### src/rtl/seg7_scan.sv
// Scans a captured 8-digit BCD value and sign onto a common-anode 7-segment display.
// Outputs are registered, so they lag the scan index by one cycle. No backpressure: a capture is taken whenever valid_in is high.
module seg7_scan #(
  parameter int CLK_DIV = 100000
) (
  input  logic        clk,
  input  logic        rst,
  input  logic        valid_in,
  input  logic [31:0] bcd,
  input  logic        sign,
  output logic [7:0]  an,
  output logic [6:0]  seg,
  output logic        dp
);

  localparam int PW = (CLK_DIV > 2) ? $clog2(CLK_DIV) : 1;
  localparam logic [PW-1:0] PRESC_LAST = PW'(CLK_DIV - 1);

  localparam logic [6:0] SEG_BLANK = 7'h7F;
  localparam logic [6:0] SEG_MINUS = 7'h3F;
  localparam logic [6:0] SEG_ERR   = 7'h06;

  logic [PW-1:0] presc_q, presc_d;
  logic [2:0]    idx_q, idx_d;
  logic [31:0]   bcd_q, bcd_d;
  logic          sign_q, sign_d;
  logic [7:0]    an_q, an_d;
  logic [6:0]    seg_q, seg_d;
  logic          dp_q, dp_d;

  logic          tick;
  logic [2:0]    msd;
  logic          nonzero;
  logic [3:0]    cur_digit;
  logic          show_minus;

  function automatic logic [6:0] glyph(input logic [3:0] nib);
    case (nib)
      4'd0:    glyph = 7'h40;
      4'd1:    glyph = 7'h79;
      4'd2:    glyph = 7'h24;
      4'd3:    glyph = 7'h30;
      4'd4:    glyph = 7'h19;
      4'd5:    glyph = 7'h12;
      4'd6:    glyph = 7'h02;
      4'd7:    glyph = 7'h78;
      4'd8:    glyph = 7'h00;
      4'd9:    glyph = 7'h10;
      default: glyph = SEG_ERR;
    endcase
  endfunction

  // Refresh prescaler, digit index and capture registers.
  always_comb begin
    tick    = (presc_q == PRESC_LAST);
    presc_d = tick ? '0 : presc_q + 1'b1;
    idx_d   = tick ? idx_q + 3'd1 : idx_q;
    bcd_d   = valid_in ? bcd  : bcd_q;
    sign_d  = valid_in ? sign : sign_q;
  end

  // Most significant nonzero digit; invalid nibbles count as nonzero.
  always_comb begin
    msd     = 3'd0;
    nonzero = 1'b0;
    for (int k = 0; k < 8; k++) begin
      if (bcd_q[4*k +: 4] != 4'd0) begin
        msd     = 3'(k);
        nonzero = 1'b1;
      end
    end
  end

  always_comb begin
    cur_digit  = bcd_q[{idx_q, 2'b00} +: 4];
    show_minus = sign_q && nonzero && ({1'b0, idx_q} == ({1'b0, msd} + 4'd1));
    an_d       = ~(8'b1 << idx_q);
    if (idx_q <= msd) begin
      seg_d = glyph(cur_digit);
    end else if (show_minus) begin
      seg_d = SEG_MINUS;
    end else begin
      seg_d = SEG_BLANK;
    end
    // A full-width negative has no room for '-', so the point on digit 7 marks it.
    dp_d = ~(sign_q && nonzero && (msd == 3'd7) && (idx_q == 3'd7));
  end

  always_ff @(posedge clk) begin
    if (rst) begin
      presc_q <= '0;
      idx_q   <= 3'd0;
      bcd_q   <= 32'd0;
      sign_q  <= 1'b0;
      an_q    <= 8'hFF;
      seg_q   <= SEG_BLANK;
      dp_q    <= 1'b1;
    end else begin
      presc_q <= presc_d;
      idx_q   <= idx_d;
      bcd_q   <= bcd_d;
      sign_q  <= sign_d;
      an_q    <= an_d;
      seg_q   <= seg_d;
      dp_q    <= dp_d;
    end
  end

  assign an  = an_q;
  assign seg = seg_q;
  assign dp  = dp_q;

endmodule

### config.mk
export PLATFORM = sky130hd
export DESIGN_NAME = seg7_scan
export DESIGN_NICKNAME = d
export VERILOG_FILES = /design/src/rtl/seg7_scan.sv
export SDC_FILE = /design/constraint.sdc
export NUM_CORES = 1
export LEC_CHECK = 0
export CAP_MARGIN = 20
export CORE_MARGIN = 4
export CORE_UTILIZATION = 55
export DETAILED_ROUTE_END_ITERATION = 7
export PLACE_DENSITY_LB_ADDON = 0.08
export SETUP_SLACK_MARGIN = 0.4
export SYNTH_ARGS = -nofsm -noshare
export SYNTH_HDL_FRONTEND = slang
export SYNTH_SLANG_ARGS = --single-unit
### constraint.sdc
create_clock -name clk -period 3.6 [get_ports clk]
set_input_delay 0.72 -clock clk [delete_from_list [all_inputs] [get_ports clk]]
set_output_delay 0.72 -clock clk [all_outputs]
set_load 0.005 [all_outputs]
# Word-level counts from Yosys, hierarchy flattened

Memories as Yosys holds them, arrays and structs flattened.
Cells that the tools add are included.

Add/subtract/negate cells: 3
Multiply operators: 0
Divide/modulo/power cells: 0
Order comparisons: 1
Equality and inequality tests: 4
Shift operators: 2
Multiplexer cells: 17
Bitwise operators: 2
Reductions and logical operators: 13

Operators with widths:

| operator                                                          | number |
|---|---|
| 4-bit nonzero test                                                | 8 |
| 32-bit by 6-bit variable part select with 4-bit output            | 1 |
| 3-bit 2-to-1 mux                                                  | 6 |
| 17-bit by 1-bit adder with 17-bit output, second input constant   | 1 |
| 17-bit equality test, second input constant                       | 1 |
| 7-bit 2-to-1 mux                                                  | 2 |
| 1-bit 2-to-1 mux                                                  | 9 |
| 8-bit NOT                                                         | 1 |
| 1-bit by 3-bit << shifter with 8-bit output, first input constant | 1 |
| 3-bit equality test, second input constant                        | 2 |
| 3-bit by 1-bit adder with 4-bit output, second input constant     | 1 |
| 3-bit by 4-bit equality test with 1-bit output                    | 1 |
| 1-bit logical AND                                                 | 4 |
| 3-bit by 1-bit adder with 3-bit output, second input constant     | 1 |
| 3-bit less-or-equal comparator                                    | 1 |
| 2-bit OR reduction                                                | 1 |
| 1-bit NOT                                                         | 1 |

Register bits: 69
Latch bits: 0
RAM bits: 0
Memory bits (read-only): 112
Memories kept: 1

Memories:

| name            | words | width | read ports | clocked after memory_dff | write ports | line | RTL |
|---|---|---|---|---|---|---|---|
| (no name shown) | 16    | 7     | 1          | 0                        | 0           | 38   | `case (nib)` |

# Longest topological paths before layout

Gate-level depths: netlist of the first run.

Depth after elaboration: 13
Mapped depth: 10
Depth with buffers taken out: 10

# Worst setup path after synthesis of the first run

Ideal clock, no wire load.

Kind: reg-to-reg
Start: reg bcd_q[8]
End: reg seg_q[4] (netlist: seg[4])
Arrival: 2.069 ns
Required time: 3.457 ns
Slack: 1.388 ns
Stages on the path, launching flop included: 11
Path buffers: 0
Period minus slack after synthesis: 2.212 ns
Cell sequence: dfxtp_1 > or4_1 > o21ai_0 > a21boi_0 > o21ai_0 > ha_1 > nor2b_1 > o21ai_0 > a32oi_1 > nor2_1 > o211ai_1

Longest elaborated chain between the ends: 9

RTL lines:

| element                        | line | RTL |
|---|---|---|
| start: declaration             | 25   | `logic [31:0] bcd_q, bcd_d;` |
| start signal: assignment       | 93   | `bcd_q <= 32'd0;` |
| start signal: assignment       | 101  | `bcd_q <= bcd_d;` |
| 4-bit nonzero test             | 67   | `if (bcd_q[4*k +: 4] != 4'd0) begin` |
| 3-bit 2-to-1 mux (6 in a row)  | 67   |  |
| 3-bit less-or-equal comparator | 78   | `if (idx_q <= msd) begin` |
| 7-bit 2-to-1 mux (*)           | 78   |  |
| end signal: assignment         | 104  | `seg_q <= seg_d;` |
| end: declaration               | 28   | `logic [6:0] seg_q, seg_d;` |

Mark *: on every way between the ends. The rest lies on a longest branch, timed or not.
A chain may end at the register's enable or synchronous reset.

# Worst setup path after layout of the first run

Start: reg bcd_q[12]
End: reg seg_q[3] (netlist: seg[3])

Longest elaborated chain between the ends: 8

RTL lines:

| element                                                   | line |
|---|---|
| branches (longest 7 deep; another with memory 16 x 7 bit) | n/a |
| 7-bit 2-to-1 mux (*)                                      | 78 |

Mark *: on every way between the ends.

==> results of run 1 <==
## stage by stage
| stage | instance area [sq um] | std cells | utilization | power (uW) |
|---|---|---|---|---|
| floorplan | 3168 | 319 | - | 953.8 |
| global placement | 3701 | 430 | 0.6680 | 1031 |
| detailed placement | 3701 | 430 | 0.6680 | 1039 |
| CTS | 3855 | 443 | 0.6958 | 1559 |
| global route | 3855 | 443 | 0.6958 | 1612 |
| finish | 3855 | 443 | 0.6958 | 1542 |
## cells in the final DEF, fill, tap and decap left out, drive strengths merged, types with 5 or more instances in the layout
master         netlist  final
inv                 14     14
mux4                 8      8
mux2i               38     38
clkdlybuf4s50        0     50
ha                  16     16
a21oi                5      5
xor2                 7      7
clkbuf               6     11
nand2               14     14
dfxtp               69     69
xnor2               11     11
o21ai               10     10
nand4                5      5
nor2                64     64
nand3                9      9
nor4                 8      8
## worst max-delay path, stage by stage (launching register included)
cell      delay (ps)
dfxtp_1          330
nor4_1           600
o21ai_0          170
a21boi_0         200
o21ai_0          150
ha_1             370
a32oi_1          130
nor2_1           380
o21ai_0          150
## report_power, final
group | internal [uW] | switching (uW)
combinational | 111 | 88.5
clock | 256 | 265
sequential | 797 | 24.6
## worst max path at each step
stage	startpoint	endpoint	slack [ps]	cells after the start
CTS	bcd_q[12]	seg[2]	960	8
finish	bcd_q[12]	seg[3]	970	8
detailed placement	bcd_q[8]	seg[2]	1020	10
global placement	bcd_q[24]	seg[3]	1110	10
global route	bcd_q[12]	seg[3]	620	10
floorplan	bcd_q[8]	seg[4]	1390	10
## kinds of logic (layout without fill, tap and decap cells)
logic type                 Yosys count  count (layout)  synth area share
DFF                                 69              69            0.4360
AOI/OAI and AO/OA                   20              20           0.04029
and+or+nand+nor                    121             121            0.1777
buffers and inverters               28              80           0.03989
xor gates and xnor gates            18              18           0.04976
adders and majority gates           16              16           0.06319
muxes                               47              47            0.1931
## state kept, by name, indices dropped and copies added, names as in the netlist
register  cells
sign_q        1
bcd_q        32
an            8
dp            1
seg           7
idx_q         3
presc_q      17
## layer usage
layer | global-route usage | wire (microns)
met5 | 0 | 0
met4 | 0.1023 | 169
met3 | 0.05726 | 309
met1 | 0.2145 | 2798
met2 | 0.3116 | 2989
## cell type report
cell class | count | area [sq um] | area share
Tap cell | 72 | 90.09 | 0.02337
Sequential cell | 69 | 1381 | 0.3583
Timing Repair Buffer | 52 | 513.0 | 0.1331
Inverter | 15 | 56.30 | 0.01461
Multi-Input combinational cell | 222 | 1660 | 0.4307
Clock inverter | 2 | 12.51 | 0.003246
Clock buffer | 11 | 141.4 | 0.03668
==> results by group, run 1 <==
Clocking
  – Clock buffer count from CTS: 9
  – Root Driver: clkbuf_8
  – Cts hold-fix bufs: 0
  – PostCTS Resize Cnt: 0
  – CTS tree: done
  – H-tree Lvls: 3
  – Worst-path clk slew: 70 ps
  – Clock tree sinks: 69
  – Post-CTS setup buffers: 0
  – Clk_lat worst skew: 340 ps
  – Longest Clk Path Bufs: 2

Floorplan
  – Initial core utilization: 0.5718
  – Row Count: 27
  – Die span in y: 83.90 microns
  – Die area: 0.007038 sq mm
  – # IOs: 52
  – Die W: 83.90 microns
  – Placeable Area: 0.005540 sq mm

Global route
  – Global Route Usage Sum: 0.1876
  – Number of global-route vias before repair: 2330
  – Initial antenna violation count: 0
  – Global-route wire length before repair: 10470 microns
  – Gr ovfl total: 0
  – Largest net degree at the start of global routing: 36

Synth
  – Leading area contributor after synthesis: dfxtp_1
  – Synth top area share: 0.4360
  – Mean post-synth cell area: 9.931 sq um
  – Syn. warnings: 0
  – Synthesized area: 0.003168 sq mm
  – Synth Flop Type: dfxtp_1
  – Top cells by count, synth: 69 x dfxtp_1, 64 x nor2_1, 36 x mux2i_1, 16 x ha_1
  – #FFs+latches synth: 69
  – Async SR Flop Fraction: 0
  – Top cells by area, synth: dfxtp_1 44%, mux2i_1 11%, nor2_1 7.6%
  – Post-Syn Instances: 319
  – Synth Net Count: 371
  – Post-synth EDFFs: 0
  – Yosys cell types: 42
  – Count leader, synth: dfxtp_1
  – Sequential share of the synthesized area: 0.4360

Routing
  – Total Wirelength: 6266 microns
  – Detailed-route vias per instance: 5.381
  – Length of the first detailed-routing pass in iterations: 4
  – Avg WL per Cell: 14.14 microns
  – Antenna Nets Post-Route: 0
  – DR vias: 2384
  – Iter 0 DRT Violations: 85
  – Number of remaining DRC errors: 0

Timing
  – Worst Tran Pin Value: 938.3 ps
  – Max Slew Vio Count: 0
  – Hold WS: 487.8 ps
  – F_max: 380.8 MHz
  – RSZ-0062 raised after global routing: false
  – Hold Vio Cnt, Final: 0
  – Setup ws final: 974.1 ps
  – Setup TNS: 0 ps
  – Fin crit share: 0.7294
  – Finish-stage setup viols: 0
  – Max-Slew Margin vs Limit: 0.3744
  – Final Critical Period: 2626 ps
  – Skew final: 5.436 ps

Worst setup path
  – RR Endpoint: seg[3]
  – Worst R2R Setup Slack: 970 ps
  – Kind of critical path: register to register
  – Nature of the critical path endpoint: register
  – Type of origin of the critical path: register
  – Worst Path Required: 3800 ps
  – CP max FO: 7
  – CP arrival: 2830 ps
  – FF-to-FF path depth: 8
  – Worst r2r src: bcd_q[12]

Cells and area
  – Layout cells sized above 1: 0.07547
  – Nets@finish: 421
  – Antenna diode count: 0
  – Fill cells: 458
  – Area growth syn-to-layout: 21.68%

Placement
  – Routability Congestion: 0.8838
  – Port Buf Inserts: 51
  – Post-place setup slack: 1025 ps
  – HPWL Detailed: 4646 microns

Min path
  – End of the worst hold path: presc_q[0]
  – Hold depth: 1
  – Hold wc startpoint: presc_q[0]
  – Worst Hold Class: register to register

Pwr
  – Worst VDD drop: 0.2901 mV
  – Leakage: 0.001611 uW
  – Pwr/cell area: 400.0 mW/mm^2

Job
  – Max-Cap Viols: 0

Status
  – Outcome: completed
Power figures use the tool's default switching activity.
==> run 2: changes to the inputs <==
CORE_UTILIZATION = 48   (was 55)
clock period = 2.15 ns   (was 3.6 ns; I/O delays follow)
==> run 2 against run 1 <==
  * The flow now finishes with violations (negative setup slack)
  * Critical path depth up 3
  * Clock-buffer cell count down 1
  * Register-to-register slack worse by 1000 ps
  * Final cell count up 8.8%
  * Routed wire length up 6.1%
  * Critical path type unchanged
  * Critical endpoint is now seg[6]
==> results by group, run 2 (synthesis results as in run 1) <==
Clocking
  – Clk_lat worst skew: 340 ps (about the same)
  – Worst-path clk slew: 70 ps (about the same)
  – Longest Clk Path Bufs: 2 (unchanged)
  – CTS tree: done
  – Clock buffer count from CTS: 9 (unchanged)
  – Clock tree sinks: 69 (unchanged)
  – Root Driver: clkbuf_8
  – H-tree Lvls: 3 (unchanged)
  – Cts hold-fix bufs: 0 (unchanged)

Global route
  – Global-route wire length before repair: 10800 microns (+3.2%)
  – Initial antenna violation count: 0 (unchanged)
  – Largest net degree at the start of global routing: 36 (unchanged)
  – Number of global-route vias before repair: 2343 (+0.56%)
  – Gr ovfl total: 0 (unchanged)
  – Global Route Usage Sum: 0.1769 (-0.01066)

Cells and area
  – Register Area: 0.001391 sq mm (+0.72%)
  – Finished Core Util: 0.6785 (-0.01731)
  – Biggest register: bcd_q
  – Area growth syn-to-layout: 36.77%
  – Nets@finish: 452 (+7.4%)
  – Commonest non-fill, non-tap cell in the layout: dfxtp_1
  – Number of flip-flops in the largest register: 32 (unchanged)
  – Antenna diode count: 0 (unchanged)
  – Multi-input combinational cell area: 0.001789 sq mm (+7.8%)
  – Fill cells: 511 (+12%)
  – Most frequent cells in the layout: 65 x dfxtp_1, 63 x nor2_1, 50 x clkdlybuf4s50_1, 36 x mux2i_1, 31 x buf_4
  – Layout cells sized above 1: 0.2123 (+0.1369)

Routing
  – Length of the first detailed-routing pass in iterations: 6 (+2)
  – Top Metal Used: met4
  – Routed met2 length: 3333 microns (+12%)
  – Total Wirelength: 6651 microns (+6.1%)
  – Avg WL per Cell: 13.80 microns (-2.4%)
  – Met1 wire length: 2919 microns (+4.3%)
  – Wire length on met3: 277 microns (-10%)
  – Iter 0 DRT Violations: 68 (-20%)
  – Detailed-route vias per instance: 5.106 (-5.1%)
  – DR vias: 2461 (+3.2%)
  – Antenna Nets Post-Route: 0 (unchanged)
  – Number of remaining DRC errors: 0 (unchanged)

Timing
  – Worst Tran Pin Value: 463.7 ps (-474.6 ps)
  – Setup ws final: -47.94 ps (-1022 ps)
  – F_max: 455.0 MHz (+19%)
  – Fin crit share: 1.022 (+0.2929)
  – Hold WS: 477.4 ps (-10.37 ps)
  – Final Critical Period: 2198 ps (-428.0 ps)
  – RSZ-0062 raised after global routing: true
  – Max Slew Vio Count: 0 (unchanged)
  – Hold Vio Cnt, Final: 0 (unchanged)
  – Skew final: 9.408 ps (+3.972 ps)
  – Finish-stage setup viols: 4 (+4)
  – Max-Slew Margin vs Limit: 0.6904 (+0.3160)

Worst setup path
  – Type of origin of the critical path: register
  – CP max FO: 3 (-4)
  – CP arrival: 2450 ps (-380 ps)
  – Kind of critical path: register to register
  – Worst Path Required: 2400 ps (-1400 ps)
  – Nature of the critical path endpoint: register

Job
  – Max-Cap Viols: 0 (unchanged)

Status
  – Outcome: finished with violations
  – Violated checks: negative setup slack

Pwr
  – Pwr/cell area: 708.0 mW/mm^2 (+77%)
  – Net Sw Frac: 0.2300 (-0.01523)
  – Leakage: 0.001835 uW (+14%)
  – Gate power share: 0.144 (+0.014)
  – Seq pwr share: 0.449 (-0.084)
  – P_sw: 705.5 uW (+87%)
  – Int Pwr: 2362 uW (+100%)
  – Worst VDD drop: 0.5891 mV (+100%)
  – Clock network power share: 0.407 (+0.069)

Floorplan
  – Die span in y: 89.24 microns (+6.4%)
  – Placeable Area: 0.006386 sq mm (+15%)
  – Row Count: 29 (+7.4%)
  – # IOs: 52 (unchanged)
  – Die W: 89.24 microns (+6.4%)
  – Initial core utilization: 0.4961 (-0.07573)
  – Die area: 0.007964 sq mm (+13%)

Placement
  – HPWL Detailed: 4878 microns (+5.0%)
  – Routability Congestion: 0.8626 (-2.4%)
  – Port Buf Inserts: 51 (unchanged)

Min path
  – Worst Hold Class: register to register
-- run 2: changes by cell type in the layout (fill, tap and decap cells not counted), moves of 3 or more --
cell       delta
buf_4        +30
bufinv_16     +3
dfxtp_1       -4
nor4_1        -6
nor4_2        +4
o21ai_0       -4
o21ai_2       +4
-- run 2: power by group through the flow --
stage / Sequential (uW) / Clock (uW) / Combinational, uW
after detailed placement: 1400 / 0 / 392
after CTS: 1370 / 1280 / 396
final: 1380 / 1250 / 441
after global placement: 1400 / 0 / 384
after global routing: 1390 / 1330 / 486
after floorplan: 1390 / 0 / 211
-- run 2: path summary, 6_finish.rpt --
kind / startpoint / to / slack (ps) / cells past startpoint
min: presc_q[0] / presc_q[0] / 480 / 1
max reg2reg: bcd_q[15] / seg[6] / -50 / 11
max: bcd_q[15] / seg[6] / -50 / 11
min reg2reg: presc_q[0] / presc_q[0] / 480 / 1
-- run 2: what timing repair did --
action	in CTS	in global routing
pin swaps	3	8
endpoints found under the hold margin	0	0
gates cloned	0	0
setup buffers	0	3
setup endpoints to repair	18	18
gates resized for setup	2	27
-- run 2: layout make-up --
class | count | area share
clock buffer | 10 | 0.02945
clock inverter | 6 | 0.02570
inverter | 15 | 0.01357
multi-input combinational | 222 | 0.4129
sequential | 69 | 0.3211
tap | 77 | 0.02224
timing repair buffer | 83 | 0.1750
-- run 2: through the flow --
stage	worst slack (ps)	instances	TNS, ps	total power (uW)	area, sq um
5_1_grt	-170.1	482	-747.3	3205	4333
4_1_cts	-119.6	479	-354.9	3049	4193
3_3_place_gp	-105.6	463	-575.3	1783	3941
3_5_place_dp	-129.4	463	-749.9	1793	3941
6_report	-47.94	482	-77.20	3068	4333
2_1_floorplan	31.12	319	0	1602	3179
-- run 2: worst max-delay path, cell delays in order (launching register included) --
cell and delay [ps]:
dfxtp_4 360, nor4_4 270, buf_4 170, nand2_2 60, a31o_4 260, inv_4 60, ha_4 200, nor2b_4 120
o21ai_2 140, a32oi_2 90, buf_4 160, o32ai_2 230
-- run 2: metal layers --
layer | track usage | up-vias
met2 | 0.2960 | 42
met5 | 0 | -
met4 | 0.06360 | 0
met1 | 0.2136 | 1149
li1 | - | 1258
met3 | 0.05622 | 12
==> run 3: changes to the inputs <==
CORE_MARGIN = not set   (was 4)
CORE_UTILIZATION = 55   (was 48)
CTS_BUF_LIST = sky130_fd_sc_hd__clkbuf_8   (was not set)
clock period = 2.2 ns   (was 2.15 ns; I/O delays follow)
==> run 3 against run 2 <==
  * The run still ends with negative setup slack left
  * Via count decreased by 0.37%
  * Core utilization increased by 8.7 points
  * Final area decreased by 2.1%
  * Register-to-register slack improved by 20 ps
  * Critical path depth decreased by 3
  * Clock power increased by 8%
  * Largest cell class unchanged
  * Highest routed layer unchanged
==> results by group, run 3 (synthesis results as in run 1) <==
Worst setup path
  – CP most frequent cell: o21ai_2
  – Kind of critical path: register to register
  – Worst r2r src: bcd_q[9]
  – Type of origin of the critical path: register
  – FF-to-FF path depth: 8 (-3)
  – Worst Path Required: 2430 ps (+30 ps)
  – Worst R2R Setup Slack: -30 ps (+20 ps)
  – CP arrival: 2460 ps (about the same)
  – Nature of the critical path endpoint: register
  – CP max FO: 3 (unchanged)
  – RR Endpoint: seg[6]
  – Slowest stage delay, CP: 530 ps (+170 ps)
  – CP Cell Sequence: or4_4 > o21ai_2 > a21boi_2 > o21ai_2 > ha_2 > a32oi_2 > buf_4 > o32ai_2
  – CP max-delay cell: or4_4
  – Crit path from: bcd_q[9]

Pwr
  – Tot Pwr: 3116 uW (+1.6%)
  – Leakage: 0.001782 uW (-2.9%)
  – Worst VDD drop: 0.5858 mV (-0.56%)
  – Pwr/cell area: 734.9 mW/mm^2 (+3.8%)

Routing
  – Iter 0 DRT Violations: 138 (+100%)
  – DR vias: 2452 (-0.37%)
  – Length of the first detailed-routing pass in iterations: 6 (unchanged)
  – Detailed-route vias per instance: 5.273 (+3.3%)
  – Avg WL per Cell: 14.24 microns (+3.2%)
  – Total Wirelength: 6622 microns (-0.44%)
  – Antenna Nets Post-Route: 0 (unchanged)
  – Number of remaining DRC errors: 0 (unchanged)

Cells and area
  – Antenna diode count: 0 (unchanged)
  – Nets@finish: 441 (-2.4%)
  – Layout cells sized above 1: 0.1934 (-0.01896)
  – Finished Core Util: 0.7654 (+0.08687)
  – Fin area: 0.004240 sq mm (-2.1%)
  – Most frequent cells in the layout: 62 x nor2_1, 62 x dfxtp_1, 50 x clkdlybuf4s50_1, 36 x mux2i_1, 20 x buf_4
  – Number of flip-flops in the largest register: 32 (unchanged)
  – Area growth syn-to-layout: 33.85%
  – Biggest register: bcd_q
  – Final std cells w/o fill: 465 (-3.5%)

Floorplan
  – Die span in y: 77.90 microns (-13%)
  – Row Count: 27 (-6.9%)
  – # IOs: 52 (unchanged)
  – Placeable Area: 0.005540 sq mm (-13%)
  – Initial core utilization: 0.5718 (+0.07573)
  – Die area: 0.006068 sq mm (-24%)
  – Die W: 77.90 microns (-13%)

Global route
  – Met3 Use GR: 0.04824 (-0.007986)
  – Global Route Usage Sum: 0.2365 (+0.05957)
  – GRT met1 Usage: 0.2921 (+0.07844)
  – Global-route wire length before repair: 11120 microns (+3.0%)
  – Initial antenna violation count: 0 (unchanged)
  – Gr ovfl total: 0 (unchanged)
  – GR Util met2: 0.3876 (+0.09156)
  – Largest net degree at the start of global routing: 31 (-14%)
  – Number of global-route vias before repair: 2460 (+5.0%)
  – Grt peak-use layer: met2

Clocking
  – H-tree Lvls: 3 (unchanged)
  – CTS tree: done
  – Worst-path clk slew: 80 ps (about the same)
  – Longest Clk Path Bufs: 2 (unchanged)
  – Root Driver: clkbuf_8
  – Clk_lat worst skew: 340 ps (about the same)
  – Clock buffer count from CTS: 9 (unchanged)
  – Clock tree sinks: 69 (unchanged)
  – Cts hold-fix bufs: 0 (unchanged)

Timing
  – RSZ-0062 raised after global routing: true
  – Max-Slew Margin vs Limit: 0.7190 (+0.02855)
  – Setup TNS: -29.88 ps (+47.32 ps)
  – Setup ws final: -29.88 ps (+18.06 ps)
  – Worst Tran Pin Value: 417.7 ps (-46.04 ps)
  – Max Slew Vio Count: 0 (unchanged)
  – Hold Vio Cnt, Final: 0 (unchanged)
  – Finish-stage setup viols: 1 (-3)
  – Skew final: 10.30 ps (+0.8954 ps)
  – Fin crit share: 1.014 (-0.008717)
  – Final Critical Period: 2230 ps (+31.94 ps)
  – F_max: 448.5 MHz (-1.4%)

Placement
  – Port Buf Inserts: 51 (unchanged)
  – Routability Congestion: 0.8438 (-2.2%)
  – Placed Area: 0.003845 sq mm (-2.4%)
  – Cell count after placement: 446 (-3.7%)
  – HPWL Detailed: 4600 microns (-5.7%)

Min path
  – Hold depth: 1 (unchanged)
  – Worst Hold Class: register to register
  – End of the worst hold path: presc_q[0]
  – Hold wc startpoint: presc_q[0]

Status
  – Violated checks: negative setup slack
  – Outcome: finished with violations

Job
  – Max-Cap Viols: 0 (unchanged)
==> run 3: cell type report <==
cell class              instances  area, sq um
clock buffers                   9        123.9
clock inverters                 6        136.4
fillers                       407         1300
inverters                      15        56.30
multi-input cells             222         1768
flip-flops and latches         69         1390
well taps                      72        90.09
repair buffers                 72        675.6
==> run 3: what timing repair did <==
item                                    in CTS  in global routing
endpoints found under the setup margin       8                 18
gates resized for setup                      5                 20
pin swaps                                    7                 11
setup buffers                                2                  2
==> run 3: per-stage QoR <==
step	worst slack [ps]	hold WS [ps]
3_5_place_dp	-89.96	469.5
4_1_cts	-59.06	441.3
5_1_grt	-133.0	465.7
2_1_floorplan	81.12	441.6
3_3_place_gp	-12.29	461.0
6_report	-29.88	457.7
==> run 3: worst max-delay path by stage <==
stage             end  cells past startpoint
6_report       seg[6]                      8
5_1_grt        seg[6]                     10
4_1_cts        seg[6]                     10
3_5_place_dp   seg[4]                     10
3_3_place_gp   seg[4]                     11
2_1_floorplan  seg[6]                     10
==> run 3: critical path: cells and delay by family, from the launching register on <==
kind | cells | cell delay (ps)
AO/OA/AOI/OAI | 5 | 780
adder cells (fa/ha/maj) | 1 | 320
buffers and inverters | 1 | 170
flip-flops | 1 | 330
AND/OR/NAND/NOR | 1 | 530
==> run 3: power by group <==
group / internal (uW) / switching [uW]
clock network: 863 / 484
logic: 247 / 172
registers: 1300 / 45.4
==> run 3: per-layer routing <==
layer	vias to the layer above	routed length, microns
li1	1242	-
met1	1150	2966
met2	50	3342
met3	10	202
met4	0	110
met5	-	0
